File: src/rtl/tp_pkg.sv
// Shared types and constants for the multi-mode test pattern generator.
package tp_pkg;

    typedef enum logic [2:0] {
        TP_GRAD  = 3'd0,
        TP_BARS  = 3'd1,
        TP_CHECK = 3'd2,
        TP_GRID  = 3'd3,
        TP_SOLID = 3'd4,
        TP_BOX   = 3'd5,
        TP_RAMP  = 3'd6,
        TP_RSVD  = 3'd7
    } tp_mode_e;

    localparam int unsigned TP_NUM_BARS = 8;

    // {r,g,b} per bar, index 0 (left) = white ... index 7 = black
    localparam logic [7:0][2:0] TP_BAR_RGB = {
        3'b000, 3'b001, 3'b100, 3'b101, 3'b010, 3'b011, 3'b110, 3'b111
    };

    // 8-bit background {r,g,b}; scaled to the channel width by MSB alignment
    localparam logic [23:0] TP_BG_RGB = 24'h001133;

endpackage

File: src/rtl/tp_box_motion.sv
// Bouncing-box position/direction state, stepped once per frame boundary.
module tp_box_motion
    import tp_pkg::*;
#(
    parameter int unsigned CORDW     = 11,
    parameter int unsigned H_RES     = 1280,
    parameter int unsigned V_RES     = 720,
    parameter int unsigned BOX_SIZE  = 64,
    parameter int unsigned BOX_SPEED = 4
) (
    input  logic             clk,
    input  logic             rst_n,
    input  logic             fb,
    output logic [CORDW-1:0] bx,
    output logic [CORDW-1:0] by
);

    localparam int unsigned PW = CORDW + 1;

    logic [CORDW-1:0] bx_q, bx_d, by_q, by_d;
    logic             xneg_q, xneg_d, yneg_q, yneg_d;

    // Returns {moving_negative, new_position} for one axis.
    function automatic logic [CORDW:0] bounce(input logic [CORDW-1:0] pos,
                                              input logic             neg,
                                              input logic [CORDW:0]   lim);
        logic [CORDW:0] p;
        p = {1'b0, pos};
        if (!neg) begin
            if (p + PW'(BOX_SIZE) + PW'(BOX_SPEED) > lim) begin
                return {1'b1, CORDW'(lim - PW'(BOX_SIZE))};
            end
            return {1'b0, CORDW'(p + PW'(BOX_SPEED))};
        end
        if (p < PW'(BOX_SPEED)) begin
            return {1'b0, {CORDW{1'b0}}};
        end
        return {1'b1, CORDW'(p - PW'(BOX_SPEED))};
    endfunction

    always_comb begin
        bx_d   = bx_q;
        by_d   = by_q;
        xneg_d = xneg_q;
        yneg_d = yneg_q;
        if (fb) begin
            {xneg_d, bx_d} = bounce(bx_q, xneg_q, PW'(H_RES));
            {yneg_d, by_d} = bounce(by_q, yneg_q, PW'(V_RES));
        end
    end

    always_ff @(posedge clk or negedge rst_n) begin
        if (!rst_n) begin
            bx_q   <= '0;
            by_q   <= '0;
            xneg_q <= 1'b0;
            yneg_q <= 1'b0;
        end else begin
            bx_q   <= bx_d;
            by_q   <= by_d;
            xneg_q <= xneg_d;
            yneg_q <= yneg_d;
        end
    end

    assign bx = bx_q;
    assign by = by_q;

endmodule

File: config.mk
export PLATFORM = sky130hd
export DESIGN_NAME = tp_box_motion
export DESIGN_NICKNAME = d
export VERILOG_FILES = /design/src/rtl/tp_pkg.sv /design/src/rtl/tp_box_motion.sv
export SDC_FILE = /design/constraint.sdc
export NUM_CORES = 1
export LEC_CHECK = 0
export BUFFER_PORTS_ARGS = -buffer_cell sky130_fd_sc_hd__buf_2
export CORE_ASPECT_RATIO = 0.9
export CORE_MARGIN = 2
export CORE_UTILIZATION = 62
export CTS_CLUSTER_DIAMETER = 150
export DETAILED_ROUTE_END_ITERATION = 8
export PLACE_DENSITY = 0.88
export SLEW_MARGIN = 25
export SYNTH_ARGS = -nofsm -noshare
export SYNTH_HDL_FRONTEND = slang
export SYNTH_SLANG_ARGS = --single-unit
File: constraint.sdc
create_clock -name clk -period 3.9 [get_ports clk]
set_input_delay 0.39 -clock clk [delete_from_list [all_inputs] [get_ports clk]]
set_output_delay 0.39 -clock clk [all_outputs]
set_load 0.05 [all_outputs]
==> results.md <==
* Sequential fraction of the synthesis area at 26.58%
* # Max-Cap Violations at 0
* Setup TNS at 0 ns
* Post-DP HPWL at 3263 um
* CTS root buffer: clkbuf_4
* Post-cts resize count at 0
* Unrepaired setup endpoints after global routing: false
* Via Count at 1876
* Worst r2r path cells at 7
* Reg2Reg Setup Slack at 1.44 ns
* Remaining routing DRC violations at 0
* Synth cell count leaders: nand2_1 (25), nor2_1 (21), dfrtp_1 (20)
* Die height at 56.28 um
* I/O Pins at 25
* Post-synth design cell area at 1883 um2
* Largest net degree at the start of global routing at 28
* Total track usage at 27.94%
* WL met2 at 1934 um
* Total congestion overflow at 0
* Die W at 62.09 um
* Leakage at 0.8152 nW
* Diodes inserted at 0
* DRT Pass-1 Iters at 5
* Top Layer Used: met4
* M1 wire length at 2048 um
* Hold Buf Count CTS at 0
* EDFF count, synth at 0
* Vias in the first global route at 1556
* Outcome: complete, no violations
* Avg WL per Cell at 16.00 um
* Placement Setup Slack at 1.475 ns
* Final wirelength at 4559 um
* Avg Inst Size Synth at 7.781 um2
* Max_slew headroom at 60.80%
* Met3 WL post-DR at 537 um
* Setup ws final at 1.437 ns
* Slew Viols, Final at 0
* Period utilisation layout at 63.15%
* Global-route wire length before repair at 7514 um
* Slew @ Worst Pin at 0.5835 ns
* DIE AREA at 3494 um2
* Vias/cell at 6.582
* Clock sinks at 20
* CTS tree: done
* Area of placed instances at 1878 um2
* Reg2reg start: by[2]
* Clock-pin slew on the worst setup and hold paths at 0.12 ns
* Initial antenna violation count at 0
* Post-CTS Setup Repair Bufs at 0
* Post-synthesis cell count at 242
* Port Buf Inserts at 20
* CP max FO at 10
* Layout area overhead at 1.661%
* Top post-synthesis cells by area: dfrtp_1 (27%), nand2_1 (5.0%), o21ai_0 (4.5%)
* Critical-path cell list: ha_1, a21oi_1, a311oi_1, nor3_1, o41ai_4, a211oi_2, a221o_1
* Setup crit end kind: register
* Reg2reg end: by[4]
* Critical path type: register to register
* Final Skew at 0.005599 ns
* RD Place Congestion at 0.8813
* Ys flop type: dfrtp_1
* Fmax at 406.0 MHz
* Warning count from the yosys run at 0
* Nets@finish at 254
* Post-route cell area at 1914 um2
* Startpoint types: register
* H-tree levels at 1
* Hold WS at 0.002822 ns
* Post-route minimum period at 2.463 ns
* Worst min path class: input pin to asynchronous set/reset pin
* Core area at 2815 um2
* Req. time, crit path at 4.11 ns
* CP peak stage delay at 0.55 ns
* Clock Latency Late Sink at 0.31 ns
* Asr flop ratio synth at 100.0%
* Max VDD drop at 451.5 uV
* Antenna Nets Post-Route at 0
* Share of cells above drive strength 1 at 13.88%
* Synth top area share at 26.58%
* # setup viols final at 0
* PD cells at 869.8 nW/um2
* Clock buffer depth at 2
* Top-count cell post-synth: nand2_1
* Cell taking the most area after synthesis: dfrtp_1
* Iteration-0 DRC Markers at 159
* Starting Density at 66.89%
* Slowest cell on the critical path: dfrtp_1
* Synth cell types at 64
* Post-synthesis register bit count at 20
* Final Hold Viols at 0
* Critical Path AT at 2.67 ns
* Rows at 18
* Post-route core utilization at 68.00%
* TritonCTS buffer count at 3
[per-stage QoR]
| stage | cells | total power, W |
|---|---|---|
| floorplan | 245 | 0.001361 |
| global placement | 281 | 0.001490 |
| detailed placement | 281 | 0.001521 |
| CTS | 285 | 0.001648 |
| global route | 285 | 0.001788 |
| finish | 285 | 0.001665 |
[power by group]
part           total, W  switching [W]  internal (W)
combinational   0.00101       0.000683      0.000323
clock          0.000128      0.0000709     0.0000571
sequential     0.000531       0.000241      0.000290
total           0.00167       0.000995      0.000670
[flip-flops by register name, indices dropped and copies added, names as in the netlist]
name and flops:
xneg_q 1, yneg_q 1, bx 9, by 9
[cells by family after synthesis]
family | after synthesis | share of synthesized area (%)
AND/OR/NAND/NOR | 103 | 28.44
AO/OA/AOI/OAI | 71 | 27.24
buffers and inverters | 36 | 11.23
flip-flops | 20 | 26.58
adder cells (fa/ha/maj) | 5 | 3.322
XOR/XNOR | 3 | 1.396
multiplexers | 3 | 1.595
other | 1 | 0.1991
[worst max-delay path by stage]
stage	slack, ns	start	depth (start not counted)	to
floorplan	1.40	by[2]	7	by[4]
global placement	1.57	by[2]	7	by[4]
detailed placement	1.47	by[2]	7	by[4]
CTS	1.45	by[2]	7	by[4]
global route	1.24	by[2]	7	by[4]
finish	1.44	by[2]	7	by[4]
[per-layer routing]
metal	track usage, %	up-vias
met2	36.46	120
met1	47.17	860
met3	4.378	4
met4	6.079	0
li1	-	892
met5	0	-
[cells in the final DEF, fill, tap and decap left out, drive strengths merged, types with 3 or more instances in the layout]
cell type / n
o221ai: 4
and3: 6
o211ai: 3
a21oi: 13
clkbuf: 4
nand3: 13
dfrtp: 20
nor4: 4
a22oi: 3
conb: 4
nand2: 25
ha: 5
o22ai: 3
buf: 20
nand4b: 3
o21ai: 19
mux2i: 3
nor3: 16
nor2: 21
nand4: 5
inv: 11
[area by class of cell]
type                    count  area, um2
clock buffers               4      36.28
fillers                   235      900.9
inverters                  12      45.04
multi-input cells         189       1182
flip-flops and latches     20      500.5
well taps                  40      50.05
repair buffers             20      100.1
[worst max-delay path, delay by kind of cell, from the launching register on]
| family | cells | cell delay [ns] |
|---|---|---|
| AO/OA/AOI/OAI | 5 | 1.30 |
| adder cells (fa/ha/maj) | 1 | 0.38 |
| flip-flops | 1 | 0.55 |
| AND/OR/NAND/NOR | 1 | 0.12 |
Note: power is estimated with default switching activity, not from simulation.
